### src/rtl/mem_bus_pkg.sv
// Shared definitions for the main-memory bus arbiter: state encoding,
// requester indices, default widths and the round-robin index helper.
package mem_bus_pkg;

  typedef enum logic [1:0] {
    IDLE  = 2'd0,
    ADDR  = 2'd1,
    WACK  = 2'd2,
    RDATA = 2'd3
  } state_t;

  localparam int REQ_IMEM   = 0;
  localparam int REQ_DMEM_R = 1;
  localparam int REQ_DMEM_W = 2;
  localparam int REQ_SYS_R  = 3;

  localparam int NREQ_DEF  = 4;
  localparam int ADDRW_DEF = 32;
  localparam int DATAW_DEF = 32;
  localparam int LENW_DEF  = 2;

  // (base + off) modulo n, for base < n and off < n
  function automatic int rr_index(input int base, input int off, input int n);
    int s;
    s = base + off;
    return (s >= n) ? (s - n) : s;
  endfunction

endpackage

### src/rtl/mem_bus_arbiter_rr_picker.sv
// Combinational winner selection. Round-robin from ptr by default;
// MEM_ARB_FIXED_PRIO_EN selects lowest-index fixed priority instead.
module rr_picker
  import mem_bus_pkg::*;
#(
  parameter int NREQ = NREQ_DEF,
  parameter int PTRW = (NREQ > 1) ? $clog2(NREQ) : 1
) (
  input  logic [NREQ-1:0] valid,
  input  logic [PTRW-1:0] ptr,
  output logic            any,
  output logic [PTRW-1:0] winner
);

`ifdef MEM_ARB_FIXED_PRIO_EN
  logic unused_ptr;
  assign unused_ptr = ^ptr;

  always_comb begin
    any    = 1'b0;
    winner = '0;
    for (int i = NREQ - 1; i >= 0; i--) begin
      if (valid[i]) begin
        any    = 1'b1;
        winner = PTRW'(i);
      end
    end
  end
`else
  // Scan backwards so the last overwrite is the first hit from ptr onward
  always_comb begin
    any    = 1'b0;
    winner = '0;
    for (int i = NREQ - 1; i >= 0; i--) begin
      if (valid[rr_index(int'(ptr), i, NREQ)]) begin
        any    = 1'b1;
        winner = PTRW'(rr_index(int'(ptr), i, NREQ));
      end
    end
  end
`endif

endmodule

### src/rtl/mem_bus_arbiter.sv
// Round-robin arbiter sharing the main-memory bus among NREQ requesters;
// define MEM_ARB_FIXED_PRIO_EN for fixed lowest-index-wins priority.
module mem_bus_arbiter
  import mem_bus_pkg::*;
#(
  parameter int NREQ  = NREQ_DEF,
  parameter int ADDRW = ADDRW_DEF,
  parameter int DATAW = DATAW_DEF,
  parameter int LENW  = LENW_DEF
) (
  input  logic               clk,
  input  logic               reset,
  input  logic [NREQ-1:0]       req_valid,
  output logic [NREQ-1:0]       req_ready,
  input  logic [NREQ*ADDRW-1:0] req_addr,
  input  logic [NREQ-1:0]       req_wr_en,
  input  logic [NREQ*DATAW-1:0] req_wr_data,
  input  logic [NREQ*LENW-1:0]  req_len,
  output logic [NREQ-1:0]       rsp_valid,
  input  logic [NREQ-1:0]       rsp_ready,
  output logic [DATAW-1:0]      rsp_data,
  output logic               mem_req,
  input  logic               mem_gnt,
  output logic [ADDRW-1:0]   mem_addr,
  output logic               mem_rd_wr,
  output logic [LENW-1:0]    mem_len,
  output logic [DATAW-1:0]   mem_wdata,
  input  logic               mem_wack,
  input  logic [DATAW-1:0]   mem_rdata,
  input  logic               mem_rdata_valid,
  output logic               mem_rdata_ready
);

  localparam int PTRW = (NREQ > 1) ? $clog2(NREQ) : 1;
  localparam int CNTW = LENW + 1;

  state_t           state_reg, state_next;
  logic [ADDRW-1:0] addr_reg;
  logic             rd_wr_reg;
  logic [DATAW-1:0] wdata_reg;
  logic [LENW-1:0]  len_reg;
  logic [PTRW-1:0]  owner_reg;
  logic [CNTW-1:0]  beat_cnt_reg;
  logic             hold_full_reg;
  logic [DATAW-1:0] hold_data_reg;

  logic [PTRW-1:0]  pick_idx, pick_ptr;
  logic             pick_any, accept, load, drain, last_done;

  logic [ADDRW-1:0] addr_arr  [NREQ];
  logic [DATAW-1:0] wdata_arr [NREQ];
  logic [LENW-1:0]  len_arr   [NREQ];

  for (genvar gi = 0; gi < NREQ; gi++) begin : g_req
    assign addr_arr[gi]  = req_addr[gi*ADDRW +: ADDRW];
    assign wdata_arr[gi] = req_wr_data[gi*DATAW +: DATAW];
    assign len_arr[gi]   = req_len[gi*LENW +: LENW];
    assign req_ready[gi] = accept && (pick_idx == PTRW'(gi));
    assign rsp_valid[gi] = hold_full_reg && (owner_reg == PTRW'(gi));
  end

  rr_picker #(.NREQ(NREQ), .PTRW(PTRW)) u_picker (
    .valid  (req_valid),
    .ptr    (pick_ptr),
    .any    (pick_any),
    .winner (pick_idx)
  );

`ifdef MEM_ARB_FIXED_PRIO_EN
  assign pick_ptr = '0;
`else
  logic [PTRW-1:0] rr_ptr_reg;
  assign pick_ptr = rr_ptr_reg;

  always_ff @(posedge clk or posedge reset) begin
    if (reset)       rr_ptr_reg <= '0;
    else if (accept) rr_ptr_reg <= PTRW'(rr_index(int'(pick_idx), 1, NREQ));
  end
`endif

  assign accept    = (state_reg == IDLE) && pick_any;
  assign drain     = hold_full_reg && rsp_ready[owner_reg];
  assign load      = mem_rdata_valid && mem_rdata_ready;
  assign last_done = (beat_cnt_reg == (CNTW'(len_reg) + CNTW'(1)));

  assign mem_req   = (state_reg == ADDR);
  assign mem_addr  = addr_reg;
  assign mem_rd_wr = rd_wr_reg;
  assign mem_len   = len_reg;
  assign mem_wdata = wdata_reg;
  assign rsp_data  = hold_data_reg;

  always_comb begin
    state_next      = state_reg;
    mem_rdata_ready = 1'b0;
    case (state_reg)
      IDLE:  if (pick_any) state_next = ADDR;
      ADDR:  if (mem_gnt) state_next = rd_wr_reg ? RDATA : WACK;
      WACK:  if (mem_wack) state_next = IDLE;
      RDATA: begin
        // Once every beat has arrived, stop taking data and just drain
        mem_rdata_ready = !last_done && (!hold_full_reg || rsp_ready[owner_reg]);
        if (last_done && drain) state_next = IDLE;
      end
      default: state_next = IDLE;
    endcase
  end

  always_ff @(posedge clk or posedge reset) begin
    if (reset) begin
      state_reg     <= IDLE;
      addr_reg      <= '0;
      rd_wr_reg     <= 1'b0;
      wdata_reg     <= '0;
      len_reg       <= '0;
      owner_reg     <= '0;
      beat_cnt_reg  <= '0;
      hold_full_reg <= 1'b0;
      hold_data_reg <= '0;
    end else begin
      state_reg <= state_next;
      if (accept) begin
        addr_reg  <= addr_arr[pick_idx];
        rd_wr_reg <= !req_wr_en[pick_idx];
        wdata_reg <= wdata_arr[pick_idx];
        len_reg   <= len_arr[pick_idx];
        owner_reg <= pick_idx;
      end
      if (state_reg == ADDR && mem_gnt) begin
        beat_cnt_reg  <= '0;
        hold_full_reg <= 1'b0;
      end else if (state_reg == RDATA) begin
        if (load) begin
          hold_data_reg <= mem_rdata;
          beat_cnt_reg  <= beat_cnt_reg + CNTW'(1);
        end
        hold_full_reg <= load || (hold_full_reg && !drain);
      end
    end
  end

endmodule

### config.mk
export PLATFORM = sky130hd
export DESIGN_NAME = mem_bus_arbiter
export DESIGN_NICKNAME = d
export VERILOG_FILES = /design/src/rtl/mem_bus_pkg.sv /design/src/rtl/mem_bus_arbiter_rr_picker.sv /design/src/rtl/mem_bus_arbiter.sv
export SDC_FILE = /design/constraint.sdc
export NUM_CORES = 1
export LEC_CHECK = 0
export CAP_MARGIN = 10
export CORE_AREA = 3 3 163 165
export CTS_BUF_LIST = sky130_fd_sc_hd__clkbuf_2 sky130_fd_sc_hd__clkbuf_4 sky130_fd_sc_hd__clkbuf_8
export DETAILED_ROUTE_END_ITERATION = 7
export DIE_AREA = 0 0 166 168
export PLACE_DENSITY = 0.62
export SLEW_MARGIN = 20
export SYNTH_ARGS = -nofsm -noshare
export SYNTH_HDL_FRONTEND = slang
export SYNTH_HIERARCHICAL = 1
export SYNTH_SLANG_ARGS = --single-unit
### constraint.sdc
create_clock -name clk -period 3.9 [get_ports clk]
set_input_delay 1.17 -clock clk [delete_from_list [all_inputs] [get_ports clk]]
set_output_delay 1.17 -clock clk [all_outputs]
set_load 0.1 [all_outputs]
Word-level counts from Yosys, hierarchy flattened:

Index checks and enable logic that the tools add are counted.

* logic and storage cells: 128
* output and inout bits: 109
* bits in registers: 109
* input port bits: 313

* multiplexer cells: 50
* equal/unequal tests: 14
* add/sub/neg operators: 11
* bitwise gates (word level): 2
* reductions and logical operators: 29
* $lt $le $gt $ge: 12

Operator list (number)
* $mux 32: 8
* $bmux 32 s2: 2
* $lt 32x4->1 const B: 4
* $ge 32x4->1 const B: 2
* $sub 32x4->32 const B: 2
* $mux 2: 11
* $mux 1: 18
* $logic_and 1x1->1: 15
* $bmux 1 s2: 6
* $eq 2x2->1 const B: 6
* $add 2x1->3 const B: 3
* $ge 3x3->1 const B: 3
* $mux 3: 3
* $pmux 2 s4: 1
* $add 2x2->3 const B: 2
* $eq 2x1->1 const B: 3
* $logic_not 2->1: 3
* $lt 2x3->1 const B: 2
* $ne 2x2->1 const B: 3
* $bmux 2 s2: 1
* $logic_not 1->1: 4
* $reduce_and 4->1: 1
* $reduce_bool 2->1: 2
* $sub 2x3->4 const B: 1
* other kinds (11): 12

Logic depth before layout (Yosys ltp):

* depth after elaboration: 14
* gate-level depth with buffers: 9
* gate-level depth less buffers: 6

Hierarchy:

Netlist, hierarchy kept.

By module, submodules not included
* mem_bus_arbiter: cells each 365, sequential area each 2727.6 sq um, times used 1, area an instance 6053.3 sq um
* rr_picker: cells each 13, sequential area each 0.0 sq um, times used 1, area an instance 77.6 sq um

Worst setup path before layout:

OpenSTA, ideal clock, no wires.

* kind: input to output
* start point: input req_valid[3]
* end point: output req_ready[1]
* required time: 2.730 ns
* data arrival time: 3.105 ns
* stages on the path: 9
* slack: -0.375 ns
* path buffers: 3
* cells stage by stage: nand2b_1 a211oi_1 nor2_1 buf_2 buf_2 buf_1 inv_1 ha_1 and2_1

* longest elaborated chain between the ends: 9
* elaborated cells between the ends (all ways): 23
* those cells by class: eq/ne: 1; mux: 20; reduce/logical: 2

Ends and longest elaborated chain
* start: declaration: RTL line mem_bus_arbiter.sv:13 `input logic [NREQ-1:0] req_valid,`
* $bmux 1 s2: RTL line mem_bus_arbiter_rr_picker.sv:35 `if (valid[rr_index(int'(ptr), i, NREQ)]) begin`
* $mux 1 (implied by the code) (2 in a row): RTL line mem_bus_arbiter_rr_picker.sv:35
* $mux 2 (3 in a row): RTL line mem_bus_arbiter_rr_picker.sv:35
* $mux 2 (*): RTL line mem_bus_arbiter_rr_picker.sv:35
* net pick_idx[1]: RTL line mem_bus_arbiter.sv:47 `logic [PTRW-1:0] pick_idx, pick_ptr;`
* $eq 2x1->1 (*): RTL line mem_bus_arbiter.sv:58 `assign req_ready[gi] = accept && (pick_idx == PTRW'(gi));`
* $logic_and 1x1->1 (*): RTL line mem_bus_arbiter.sv:58
* end: declaration: RTL line mem_bus_arbiter.sv:14 `output logic [NREQ-1:0] req_ready,`

The timed path passes the listed nets; every way through them passes the cells marked *. The select of a mux whose other input is x is not followed.

Worst setup path in the final report:

Same ends and word-level chain as after synthesis.

==> impl_metrics.csv <==
group,metric,value,unit
status,status,"completed",
synthesis,synth_nets,697,
setup_path,path_cells,"dlygate4sd2_1 > nand2b_1 > a211oi_2 > nor2_4 > inv_1 > ha_1 > and2_2 > buf_12",
layout,multi_input_comb_area,3260,um2
placed_design,place_hpwl,17800,um
placed_design,dp_slack,-0.105,ns
placed_design,portBuffers,421,
timing,max_freq,268,MHz
routing,via_per_inst,4.50,
die,start_util,24.3,%
die,io_pins,422,
layout,syn_to_final_growth,77.1,%
grt,grt_pass1_wl,33800,um
setup_path,crit_arrival,2.57,ns
die,die_h,168,um
timing,fin_crit_sh,95.8,%
layout,layout.nets,1117,
grt,grt_overflow,0,
synthesis,syn-mean-instance-area,16.2,um2
layout,layout-drive-gt1-share,38.4,%
grt,grt_start_max_net_pins,74,
synthesis,syn_inst,378,
clock_network,cts.path.max_buffers,2,
layout,seqCellArea,2730,um2
routing,ant_nets,0,
layout,final_cell_mix,"clkdlybuf4s50_1 (327), dfrtp_1 (109), buf_4 (96)",
timing,whs,0.516,ns
timing,final-setup-viol-count,0,
timing,layout_setup_ws,0.162,ns
routing,num_vias,5100,
routing,drt_pre_antenna_iters,4,
timing,tightest_slew,1.01,ns
timing,final_max_slew_viol_count,0,
setup_path,end_kind,"output pin",
setup_path,cpMaxStageDelayCell,"a211oi_2",
synthesis,synth_area,6130,um2
die,die_x,166,um
routing,finalWirelength,22100,um
clock_network,clock-sinks,109,
routing,drt_first_iter_violations,142,
timing,finClkSkew,0.0131,ns
min_path,hold_class,"flop to flop",
synthesis,synth.yosys.seq_area_share,44.5,%
clock_network,cts_max_level,3,
setup_path,cp_data_required_time,2.73,ns
grt,gr-usage-all-layers,15.5,%
setup_path,worstSetupPathType,"input pin to output pin",
clock_network,clk_pin_slew,0.11,ns
setup_path,max_stage_delay,0.30,ns
run,drv_cap,0,
synthesis,synth_top_area_share,44.5,%
synthesis,yosys.area.top_type,"dfrtp_1",
layout,final_common_cell,"clkdlybuf4s50_1",
die,fp.coreArea,25200,um2
clock_network,cts_tree,"yes",
placed_design,placedCellCount,1114,
placed_design,gp_congestion,0.772,
timing,finalCriticalPeriod,3.74,ns
layout,fin_util,43.1,%
synthesis,ys_ff_latch,109,
clock_network,clk_root_buffer_cell,"clkbuf_8",
setup_path,cp.buffers_inverters,3,
die,dieArea,27900,um2
timing,hold_viol_final,0,
synthesis,synth.area.top_cells,"dfrtp_1 (44%), mux4_2 (25%), mux2_2 (14%), mux2_4 (6.6%), ha_1 (1.2%)",
timing,relSlewSlack,32.4,%
routing,wl_per_cell,19.5,um
grt,grt_pass1_vias,5721,
synthesis,ys_warn_count,6,
timing,rsz0062_at_grt,"false",
setup_path,crit_family,"buffers and inverters",
layout,fillers,2353,
layout,final_cells,1134,
clock_network,cts_buffers,9,
routing,drc,0,
setup_path,crit_fanout,5,
synthesis,synth_cell_types,34,
clock_network,clkLatencyLatePin,0.38,ns
grt,antenna_found_initial,1,
setup_path,start_kind,"input pin",
die,fp-row-count,58,
[worst paths after layout]
kind | from | to | slack [ns] | depth (start not counted)
setup / recovery | req_valid[3] | req_ready[1] | 0.16 | 8
hold / removal | rsp_data[24]$_DFFE_PP0P_ | rsp_data[24]$_DFFE_PP0P_ | 0.52 | 1
setup reg to reg | pick_ptr[1]$_DFFE_PP0P_ | mem_addr[12]$_DFFE_PP0P_ | 0.97 | 9
hold reg to reg | rsp_data[24]$_DFFE_PP0P_ | rsp_data[24]$_DFFE_PP0P_ | 0.52 | 1
max in group asynchronous | reset | mem_addr[31]$_DFFE_PP0P_ | 1.94 | 3
min in group asynchronous | reset | rsp_data[16]$_DFFE_PP0P_ | 1.28 | 2
[logic make-up after synthesis]
logic type / count (synthesis) / share of synthesized area (%)
mux: 174 / 46.1
flops: 109 / 44.5
simple gates: 38 / 3.16
buf+inv: 36 / 3.16
compound gates: 12 / 1.45
fa+ha+maj: 6 / 1.22
xor+xnor: 3 / 0.429
[synth_stat cells, drive strengths merged]
library cell  number
a211oi             2
a21oi              2
and2               4
and3               1
buf               19
clkbuf             9
dfrtp            109
ha                 6
inv                8
mux2             102
mux2i              4
mux4              68
nand2             13
nand2b             3
nand3              3
nor2              11
nor2b              1
nor3b              2
o211ai             1
o21a               1
o21ai              2
o22a               1
o22ai              1
o311ai             2
xnor2              2
xor2               1
[layer usage]
layer | vias to the layer above | wire length (um) | GRT usage [%]
li1 | 2304 | - | -
met1 | 2546 | 8480 | 17.9
met2 | 234 | 11800 | 28.5
met3 | 16 | 1560 | 4.41
met4 | 0 | 319 | 3.80
met5 | - | 0 | 0
[repair_timing]
action                                  in CTS  in global routing
hold buffers                                 0                  0
endpoints found under the hold margin        0                  0
endpoints found under the setup margin       4                  4
cloned                                       0                  0
setup buffers                                1                  2
pin swaps                                    1                  3
gates resized for setup                      6                  6
[per-stage QoR]
stage / setup TNS (ns) / cell area, um2
finish: 0 / 10900
global route: 0 / 10900
CTS: 0 / 10800
detailed placement: -0.365 / 10600
global placement: -0.238 / 10600
floorplan: -0.0213 / 6140
[area by class of cell]
class / count / area share, %
Inverter: 8 / 0.311
Sequential cell: 109 / 25.1
Multi-Input combinational cell: 233 / 30.0
Tap cell: 330 / 3.80
Antenna cell: 1 / 0.0230
Timing Repair Buffer: 437 / 39.0
Clock buffer: 9 / 1.14
Clock inverter: 7 / 0.622
Power is not shown: default switching activity piles up to over one toggle a cycle in this logic, so the estimate is an artifact.
